## src/rtl/y_signature_capture.sv

```systemverilog
// Captures N samples of the wide y bus, XOR-folds each to SIG_W bits and compresses them into a MISR signature.
// Latency: start to done is N+1 clocks (start edge, then one edge per sample); N==0 reaches DONE one edge after start.
// No backpressure: y_in is sampled every RUN cycle; start is ignored while RUN. Optional golden compare: SIG_CMP_EN.
module y_signature_capture #(
    parameter int                 Y_W   = 686,
    parameter int                 SIG_W = 32,
    parameter int                 CNT_W = 16,
    parameter logic [SIG_W-1:0]   POLY  = 32'h04C11DB7,
    parameter logic [SIG_W-1:0]   SEED  = 32'hFFFFFFFF
) (
    input  logic                clk,
    input  logic                rst,
    input  logic                start,
    input  logic [CNT_W-1:0]    num_cycles,
    input  logic [Y_W-1:0]      y_in,
`ifdef SIG_CMP_EN
    input  logic [SIG_W-1:0]    golden,
`endif
    output logic                busy,
    output logic                done,
    output logic [SIG_W-1:0]    signature,
    output logic [CNT_W-1:0]    cycles_done,
    output logic                mismatch
);

    localparam int NWORDS = (Y_W + SIG_W - 1) / SIG_W;
    localparam int PAD_W  = NWORDS * SIG_W;

    typedef enum logic [1:0] {S_IDLE, S_RUN, S_DONE} state_t;

    state_t             state;
    state_t             state_nxt;
    logic [CNT_W-1:0]   n_lat;
    logic [PAD_W-1:0]   padded;
    logic [SIG_W-1:0]   fold;
    logic [SIG_W-1:0]   misr_next;
    logic               accept;
    logic               last;

    // Zero-pad y_in to whole words and XOR all words together.
    always_comb begin
        padded = '0;
        padded[Y_W-1:0] = y_in;
        fold = '0;
        for (int k = 0; k < NWORDS; k++) begin
            fold = fold ^ padded[k*SIG_W +: SIG_W];
        end
    end

    // One MISR step: shift left, apply feedback on the outgoing MSB, inject the folded sample.
    always_comb begin
        misr_next = {signature[SIG_W-2:0], 1'b0} ^ (signature[SIG_W-1] ? POLY : '0) ^ fold;
    end

    // Start is only honoured outside RUN; the last sample is the one that brings the count to N.
    always_comb begin
        accept = start && (state != S_RUN);
        last   = (state == S_RUN) && (cycles_done == n_lat - CNT_W'(1));
    end

    // Next-state logic.
    always_comb begin
        state_nxt = state;
        case (state)
            S_IDLE, S_DONE: begin
                if (start) begin
                    state_nxt = (num_cycles == '0) ? S_DONE : S_RUN;
                end
            end
            S_RUN: begin
                if (last) begin
                    state_nxt = S_DONE;
                end
            end
            default: state_nxt = S_IDLE;
        endcase
    end

    // State register.
    always_ff @(posedge clk or posedge rst) begin
        if (rst) begin
            state <= S_IDLE;
        end else begin
            state <= state_nxt;
        end
    end

    // Signature, sample counter and latched run length.
    always_ff @(posedge clk or posedge rst) begin
        if (rst) begin
            signature   <= '0;
            cycles_done <= '0;
            n_lat       <= '0;
        end else if (accept) begin
            signature   <= SEED;
            cycles_done <= '0;
            n_lat       <= num_cycles;
        end else if (state == S_RUN) begin
            signature   <= misr_next;
            cycles_done <= cycles_done + CNT_W'(1);
        end
    end

    assign busy = (state == S_RUN);
    assign done = (state == S_DONE);

`ifdef SIG_CMP_EN
    // Compare against golden on the edge that enters DONE; cleared when a new run starts.
    always_ff @(posedge clk or posedge rst) begin
        if (rst) begin
            mismatch <= 1'b0;
        end else if (accept) begin
            mismatch <= (num_cycles == '0) ? (SEED != golden) : 1'b0;
        end else if (last) begin
            mismatch <= (misr_next != golden);
        end
    end
`else
    assign mismatch = 1'b0;
`endif

endmodule
```

## config.mk

```make
export PLATFORM = sky130hd
export DESIGN_NAME = y_signature_capture
export DESIGN_NICKNAME = d
export VERILOG_FILES = /design/src/rtl/y_signature_capture.sv
export SDC_FILE = /design/constraint.sdc
export NUM_CORES = 1
export LEC_CHECK = 0
export ABC_AREA = 1
export CORE_AREA = 2 2 292 294
export CTS_CLUSTER_DIAMETER = 40
export DETAILED_ROUTE_END_ITERATION = 8
export DIE_AREA = 0 0 294 296
export PLACE_DENSITY_LB_ADDON = 0.08
export SYNTH_ARGS = -nofsm -noshare
export SYNTH_HDL_FRONTEND = slang
export SYNTH_SLANG_ARGS = --single-unit
export TNS_END_PERCENT = 1
```

## constraint.sdc

```tcl
create_clock -name clk -period 2.5 [get_ports clk]
set_clock_uncertainty 0.2 [all_clocks]
set_input_delay 0.5 -clock clk [delete_from_list [all_inputs] [get_ports clk]]
set_output_delay 0.5 -clock clk [all_outputs]
set_load 0.005 [all_outputs]
```

# After elaboration in Yosys (flattened, before gate mapping)

Cells that the tools add are included.

$add $sub $neg: 2
Equality and inequality tests: 6
Multiplexer cells: 9
Bitwise operators: 23
Reduce and logical (&&, ||, !) cells: 7

Operator list:

| kind                                                 | count |
|---|---|
| XOR 32 bit                                           | 21 |
| 2-to-1 mux 32 bit                                    | 2 |
| 2-to-1 mux 16 bit                                    | 2 |
| XOR 32 x 14 -> 32 bit                                | 1 |
| XOR 32 x 27 -> 32 bit                                | 1 |
| 2-to-1 mux 27 bit                                    | 1 |
| adder 16 x 1 -> 16 bit (second input constant)       | 1 |
| equality test 16 bit                                 | 1 |
| logical NOT 16 bit                                   | 1 |
| subtractor 16 x 1 -> 16 bit (second input constant)  | 1 |
| 2-to-1 mux 2 bit                                     | 3 |
| != test 2 x 1 -> 1 bit (second input constant)       | 2 |
| case mux 2 bit (2 select lines)                      | 1 |
| equality test 2 x 1 -> 1 bit (second input constant) | 1 |
| equality test 2 bit (second input constant)          | 1 |
| logical AND 1 bit                                    | 2 |
| logical NOT 2 bit                                    | 1 |
| != test 2 bit (second input constant)                | 1 |
| AND reduction 2 bit                                  | 1 |
| nonzero test 2 bit                                   | 1 |
| OR reduction 2 bit                                   | 1 |

Flip-flop bits (word level): 66
Bits of input ports: 705
Output and inout port bits: 51
Word-level logic and storage cells: 51

# Longest topological paths before layout

Gate-level depths: netlist of the first run.

Word-level depth: 24
Depth in mapped cells: 17
Gate-level depth less buffers: 17

# Least setup slack after synthesis of the first run

OpenSTA, ideal clock, no wires.

Path kind: register to register
Start point: register n_lat[0]
End point: register state[0]
Setup time: 0.126 ns
Arrival time: 1.583 ns
Setup slack: 0.591 ns
Cell stages (with the launch flop): 14
Buffers on the path: 0
Clock period less this slack: 1.909 ns
Cells stage by stage: dfrtp_1 -> inv_1 -> ha_1 -> nand2_1 -> nor2_4 -> nand2_2 -> xor2_1 -> inv_1 -> nor2_1 -> nand2_1 -> nor2_1 -> nand2_1 -> nand2_1 -> o21ai_0

Longest elaborated chain between the ends: 5

RTL lines:

| what                                    | RTL line | source |
|---|---|---|
| start: declaration                      | 33       | `logic [CNT_W-1:0] n_lat;` |
| start signal: assignment                | 97       | `n_lat <= num_cycles;` |
| subtractor 16 x 1 -> 16 bit             | 58       | `last = (state == S_RUN) && (cycles_done == n_lat - CNT_W'(1));` |
| equality test 16 bit                    | 58       |  |
| logical AND 1 bit                       | 58       |  |
| != test 2 x 1 -> 1 bit (no source line) | --       |  |
| AND reduction 2 bit (no source line)    | --       |  |
| end signal: assignment                  | 84       | `state <= state_nxt;` |
| end: declaration                        | 31       | `state_t state;` |

No other way between the ends.
A chain may end at the register's enable or synchronous reset.

# Final worst setup path of the first run

Start point: register signature[31]
End point: output signature[31]

RTL lines:

| what                     | RTL line | source |
|---|---|---|
| start: declaration       | 21       | `output logic [SIG_W-1:0] signature,` |
| start signal: assignment | 99       | `signature <= misr_next;` |

No word-level cell between the ends.

==> results of run 1 <==
synth_stat cells, types with 2 or more instances:
library cell,instances,area share
sky130_fd_sc_hd__xor2_1,154,0.096
sky130_fd_sc_hd__nor3_1,7,0.0025
sky130_fd_sc_hd__o21ai_0,27,0.0096
sky130_fd_sc_hd__xnor2_1,194,0.12
sky130_fd_sc_hd__nor2_4,2,0.0016
sky130_fd_sc_hd__dfrtp_1,66,0.12
sky130_fd_sc_hd__or2_2,32,0.014
sky130_fd_sc_hd__xnor2_2,6,0.0070
sky130_fd_sc_hd__nor4_1,3,0.0013
sky130_fd_sc_hd__ha_1,2,0.0018
sky130_fd_sc_hd__nand3b_1,22,0.012
sky130_fd_sc_hd__nand2_2,2,0.00089
sky130_fd_sc_hd__nand4_1,20,0.0089
sky130_fd_sc_hd__nand2_1,1199,0.32
sky130_fd_sc_hd__nand2b_1,2,0.00089
sky130_fd_sc_hd__buf_4,4,0.0021
sky130_fd_sc_hd__nand3_1,240,0.086
sky130_fd_sc_hd__inv_1,553,0.15
sky130_fd_sc_hd__nor2_1,133,0.036
sky130_fd_sc_hd__a21oi_1,6,0.0021
sky130_fd_sc_hd__clkbuf_1,7,0.0019
critical path: cells and delay by family, from the launching register on:
family	cells	cell delay (ps)
flops	1	500
buf+inv	2	800
cells by family after synthesis:
logic type,count (synthesis),share of synthesized area
AO/OA/AOI/OAI,36,0.0134
adder cells (fa/ha/maj),2,0.00178
XOR/XNOR,355,0.226
multiplexers,1,0.000713
other,1,0.000267
buffers and inverters,568,0.155
AND/OR/NAND/NOR,1664,0.485
flip-flops,66,0.118
area by class of cell:
type | instances | area (um2) | share of cell area
Multi-Input combinational cell | 2059 | 10200 | 0.433
Timing Repair Buffer | 800 | 7970 | 0.338
Inverter | 554 | 2080 | 0.0883
Sequential cell | 66 | 1650 | 0.0701
Tap cell | 1090 | 1360 | 0.0578
Clock buffer | 9 | 225 | 0.00955
Clock inverter | 7 | 83.8 | 0.00355
worst max path at each step:
stage / cells past startpoint / slack [ps] / end / startpoint
2_1_floorplan: 1 / 150 / cycles_done[0] / rst
3_3_place_gp: 17 / 7 / signature[21] / y_in[469]
3_5_place_dp: 16 / 6 / signature[13] / y_in[301]
4_1_cts: 2 / 10 / signature[31] / signature[31]
5_1_grt: 2 / 30 / signature[31] / signature[31]
6_report: 2 / 110 / signature[31] / signature[31]
layer usage:
metal,wire length (um),vias up
li1,-,9501
met1,26700,7057
met2,33700,383
met3,4050,34
met4,618,12
met5,79,-
stage by stage:
stage | instance area [um2] | util | cells | hold slack, ps
4_1_cts | 23600 | 0.280 | 4585 | 286
3_5_place_dp | 23300 | 0.276 | 4569 | 308
6_report | 23600 | 0.280 | 4585 | 295
3_3_place_gp | 23300 | 0.276 | 4569 | 298
2_1_floorplan | 14000 | - | 2693 | 273
5_1_grt | 23600 | 0.280 | 4585 | 328
state kept, by name (all words and copies together), names as in the netlist:
name,flops
cycles_done,16
n_lat,16
state,2
signature,32
power by group:
group          switching [mW]  leakage, nW  internal, mW
sequential              0.485        0.775          1.46
combinational            4.17         11.7          3.79
clock                   0.630        0.149         0.793
what timing repair did:
| item | in CTS | in global routing |
|---|---|---|
| endpoints found under the setup margin | 1 | 0 |
| resized for setup | 1 | 0 |
| setup buffers | 0 | 0 |
==> qor.log, run 1 <==
INFO  run_status     outcome=complete, no violations
INFO  timing         fin_crit=2390ps
INFO  global_routing grt_util_all_layers=0.145
INFO  timing         finalMaxSlewViolations=0
INFO  timing         finalCritPeriodShare=0.957
INFO  clock_network  worstSkewPairLatency=370ps
INFO  layout         final_net_count=4,197
INFO  critical_path  critical-path-slowest-cell=sky130_fd_sc_hd__clkdlybuf4s50_1
INFO  critical_path  worst-endpoint-arrival=1690ps
INFO  placed_design  detailedPlacementHpwl=59,500um
INFO  global_routing globalRouteMet3Util=0.0342
INFO  clock_network  clockRootBuffer=sky130_fd_sc_hd__clkbuf_16
INFO  critical_path  max_stage_delay=580ps
INFO  logic_synthesis ys_ff_latch=66
INFO  detailed_routing totalWireLength=65,200um
INFO  power          ir_worst_vdd=315uV
INFO  placed_design  io_buffer_count=754
INFO  clock_network  clockBufferDepth=2
INFO  detailed_routing drt-vias-per-instance=3.70
INFO  clock_network  post_cts_hold_buffer_count=0
INFO  logic_synthesis synth_enable_flop_cells=0
INFO  detailed_routing drt_pre_antenna_iters=4
INFO  detailed_routing drt_first_iter_violations=522
INFO  critical_path  worst_r2r_startpoint=n_lat[0]
INFO  global_routing first_global_vias=16,400
INFO  logic_synthesis syn_nets=3,400
INFO  critical_path  reg2reg_slack=270ps
INFO  power          p_per_area=481mW/mm2
INFO  layout         mostFrequentLayoutCells=1,199 x sky130_fd_sc_hd__nand2_1, 753 x sky130_fd_sc_hd__clkdlybuf4s50_1, 552 x sky130_fd_sc_hd__inv_1
INFO  logic_synthesis ys.warnings.count=0
INFO  global_routing antenna_found_initial=7
INFO  floorplan      dieWidth=294um
INFO  critical_path  worst_r2r_path_depth=13
INFO  global_routing grt_pass1_wl=95,100um
INFO  floorplan      start_util=0.167
INFO  timing         final_hold_viol_count=0
INFO  detailed_routing via_count=17,000
INFO  detailed_routing drc_violation_count_after_routing=0
INFO  timing         timing.fmax=418MHz
INFO  global_routing groute.layer.met2.usage=0.281
INFO  floorplan      rows=107
INFO  logic_synthesis synth_area_per_cell=5.21um2
INFO  layout         n_fill_cell=9,482
INFO  hold_path      hp-class=input pin to asynchronous set/reset pin
INFO  power          leakagePower=12.6nW
INFO  critical_path  timing.critical_path.to_type=output pin
INFO  clock_network  cts.sink_count=66
INFO  floorplan      die_height=296um
INFO  power          report.power.total=11.3mW
INFO  floorplan      total_die_area=0.0870mm2
INFO  logic_synthesis synth_flop_cell=sky130_fd_sc_hd__dfrtp_1
INFO  layout         final_common_cell=sky130_fd_sc_hd__nand2_1
INFO  layout         areaGrowthSynthToFinish=68.1%
INFO  logic_synthesis netlist-cell-type-count=33
INFO  global_routing grt_busiest_layer=met2
INFO  clock_network  tritoncts=built
INFO  critical_path  timing.critical_path.required=1800ps
INFO  critical_path  reg2reg_to=state[0]
INFO  flow_run       max-cap-violations=0
INFO  detailed_routing wl_per_cell=14.2um
INFO  critical_path  timing_worst_setup_path_type=flop to output pin
INFO  clock_network  cts-htree-levels=3
INFO  layout         diodes=0
INFO  detailed_routing final_antenna_net_count=0
INFO  timing         rsz_0062_raised_after_global_routing=false
INFO  timing         post-route-worst-setup-slack=108ps
INFO  placed_design  place.gp.congestion=0.807
INFO  timing         total_of_endpoints_with_negative_setup_slack_in_the_final_report=0
INFO  clock_network  cts_made_buffers=9
INFO  layout         layout-drive-gt1-share=0.0315
INFO  critical_path  critPathMaxFanout=12
INFO  critical_path  cell_by_cell_trace_of_the_critical_path=buf_12 > clkdlybuf4s50_1
INFO  global_routing global_route.overflow_total=0
INFO  placed_design  dp_worst_setup_slack=6.20ps
INFO  floorplan      placeableCoreArea=0.0842mm2
INFO  logic_synthesis synth.yosys.seq_area_share=0.118
INFO  floorplan      io-pin-count=756
INFO  logic_synthesis ys_async_sr_fraction=1.00
INFO  timing         fin_tns_setup=0ps
INFO  logic_synthesis synthCells=2,693
INFO  clock_network  clk_pin_slew=70ps
INFO  critical_path  setup.worst_path.start_class=flop
INFO  global_routing gr-usage-met1=0.162
INFO  logic_synthesis synthesis.area=0.0140mm2
INFO  global_routing grt_max_degree=28
No activity file was read; power rests on OpenSTA's default activity.
==> run 2: changes to the inputs <==
--- a/config.mk
+++ b/config.mk
@@ -11,6 +11,7 @@
 export DETAILED_ROUTE_END_ITERATION = 8
 export DIE_AREA = 0 0 294 296
 export PLACE_DENSITY_LB_ADDON = 0.08
+export SKIP_CTS_REPAIR_TIMING = 1
 export SYNTH_ARGS = -nofsm -noshare
 export SYNTH_HDL_FRONTEND = slang
 export SYNTH_SLANG_ARGS = --single-unit
==> run 2 against run 1 <==
  * Setup slack about the same
  * Sequential power barely moved
  * Clock power is essentially flat
  * Maximum frequency unchanged
  * Non-clock buffer count is the same
  * Flip-flop and latch count stayed put
  * Wire length about the same
  * First-iteration DRC count did not move
  * Design area about the same
  * Largest cell class unchanged
  * Largest power group unchanged
==> qor.log, run 2 (synthesis gave the netlist of run 1 again) <==
INFO  run_status     outcome=complete, no violations
INFO  placed_design  io_buffer_count=754
INFO  timing         fin_crit=2390ps
INFO  critical_path  critPathMaxFanout=12
INFO  detailed_routing wl_per_cell=14.2um
INFO  layout         diodes=0
INFO  critical_path  timing_worst_setup_path_type=flop to output pin
INFO  detailed_routing drt_pre_antenna_iters=4
INFO  power          switching_share=0.466
INFO  placed_design  detailedPlacementHpwl=59,500um
INFO  detailed_routing met3_length=4050um
INFO  detailed_routing highest-signal-layer=met5
INFO  power          p_seq_frac=0.172
INFO  layout         largest_register_ffs=32
INFO  power          p_per_area=481mW/mm2
INFO  layout         reg.largest.list=signature: 32 flops, cycles_done: 16 flops, n_lat: 16 flops
INFO  power          pwr-share-comb=0.703
INFO  hold_path      hp-class=input pin to asynchronous set/reset pin
INFO  detailed_routing totalWireLength=65,200um
INFO  detailed_routing via_count=17,000
INFO  layout         number_of_standard_cells_in_the_final_layout_excluding_fillers=4,585
INFO  floorplan      placeableCoreArea=0.0842mm2
INFO  layout         final_util=0.280
INFO  clock_network  cts_made_buffers=9
INFO  floorplan      io-pin-count=756
INFO  global_routing grt_max_degree=28
INFO  global_routing grt_pass1_wl=95,100um
INFO  power          ir_worst_vdd=315uV
INFO  critical_path  worst-endpoint-arrival=1690ps
INFO  detailed_routing wl_met1=26,700um
INFO  timing         whs=295ps
INFO  detailed_routing drt-vias-per-instance=3.71
INFO  power          share_clk_of_total_power=0.125
INFO  global_routing grt_util_all_layers=0.145
INFO  timing         rsz_0062_raised_after_global_routing=false
INFO  clock_network  cts.sink_count=66
INFO  floorplan      dieWidth=294um
INFO  layout         layout-drive-gt1-share=0.0315
INFO  detailed_routing drt_first_iter_violations=522
INFO  clock_network  clockBufferDepth=2
INFO  flow_run       max-cap-violations=0
INFO  floorplan      start_util=0.167
INFO  placed_design  total_instance_count_after_detailed_placement=4,569
INFO  critical_path  critical-path-slowest-cell=sky130_fd_sc_hd__clkdlybuf4s50_1
INFO  layout         final_common_cell=sky130_fd_sc_hd__nand2_1
INFO  detailed_routing wl_met2=33,700um
INFO  critical_path  timing.critical_path.required=1800ps
INFO  placed_design  place.gp.congestion=0.807
INFO  layout         areaGrowthSynthToFinish=68.1%
INFO  global_routing global_route.overflow_total=0
INFO  timing         final_hold_viol_count=0
INFO  critical_path  cell_by_cell_trace_of_the_critical_path=buf_12 > clkdlybuf4s50_1
INFO  global_routing antenna_found_initial=7
INFO  clock_network  worstSkewPairLatency=370ps
INFO  critical_path  max_stage_delay=580ps
INFO  clock_network  clk_pin_slew=70ps
INFO  power          leakagePower=12.6nW
INFO  timing         timing.fmax=418MHz
INFO  critical_path  timing.critical_path.to_type=output pin
INFO  floorplan      die_height=296um
INFO  layout         final_net_count=4,197
INFO  clock_network  clockRootBuffer=sky130_fd_sc_hd__clkbuf_16
INFO  timing         finalMaxSlewViolations=0
INFO  detailed_routing drc_violation_count_after_routing=0
INFO  power          report.power.total=11.3mW
INFO  layout         mostFrequentLayoutCells=1,199 x sky130_fd_sc_hd__nand2_1, 753 x sky130_fd_sc_hd__clkdlybuf4s50_1, 552 x sky130_fd_sc_hd__inv_1
INFO  global_routing first_global_vias=16,400
INFO  timing         total_of_endpoints_with_negative_setup_slack_in_the_final_report=0
INFO  detailed_routing final_antenna_net_count=0
INFO  critical_path  setup.worst_path.start_class=flop
INFO  clock_network  cts-htree-levels=3
INFO  power          internal_power=6.05mW
INFO  clock_network  tritoncts=built
INFO  layout         largest_register=signature
INFO  timing         finalCritPeriodShare=0.957
INFO  floorplan      rows=107
INFO  power          power.switching=5.29mW
INFO  floorplan      total_die_area=0.0870mm2
INFO  critical_path  reg2reg_slack=270ps
run 2: changes by cell type in the layout (fill, tap and decap cells not counted):
| cell | delta |
|---|---|
| sky130_fd_sc_hd__dlymetal6s2s_1 | +1 |
| sky130_fd_sc_hd__dlygate4sd2_1 | -1 |
run 2: worst paths after layout:
path / start / to / cells past startpoint
worst max-delay path: signature[31] / signature[31] / 2
worst min-delay path: rst / signature[20] / 2
worst max register to register: n_lat[0] / state[0] / 13
worst min register to register: n_lat[15] / n_lat[15] / 2
max in group asynchronous: rst / cycles_done[14] / 3
min in group clk: n_lat[15] / n_lat[15] / 2
run 2: power groups by stage:
stage | sequential [mW] | combinational [mW] | clock [mW]
after floorplan | 1.81 | 4.66 | 0
after global placement | 2.00 | 8.18 | 0
after detailed placement | 2.00 | 8.17 | 0
after CTS | 1.98 | 8.21 | 1.52
after global routing | 2.03 | 9.11 | 1.55
final | 1.95 | 7.97 | 1.42
run 2: cell type report:
cell class,instances,area (um2)
tap,1090,1360
clock buffer,9,225
inverter,554,2080
clock inverter,7,83.8
sequential,66,1650
timing repair buffer,800,7970
fill,9481,60600
multi-input combinational,2059,10200
run 2: critical path, delay by kind of cell, from the launching register on:
family / cells / cell delay, ps
DFF: 1 / 500
buffers and inverters: 2 / 800
run 2: layer usage:
metal / vias up / global-route usage
met1: 7059 / 0.162
met4: 12 / 0.0229
met3: 34 / 0.0342
met5: - / 0
met2: 383 / 0.281
li1: 9501 / -
run 2: per-stage QoR:
stage	worst slack (ps)	cell area, um2	TNS [ps]
floorplan	145	14000	0
global placement	6.54	23300	0
detailed placement	6.20	23300	0
CTS	-57.4	23600	-57.4
global route	32.5	23600	0
finish	108	23600	0
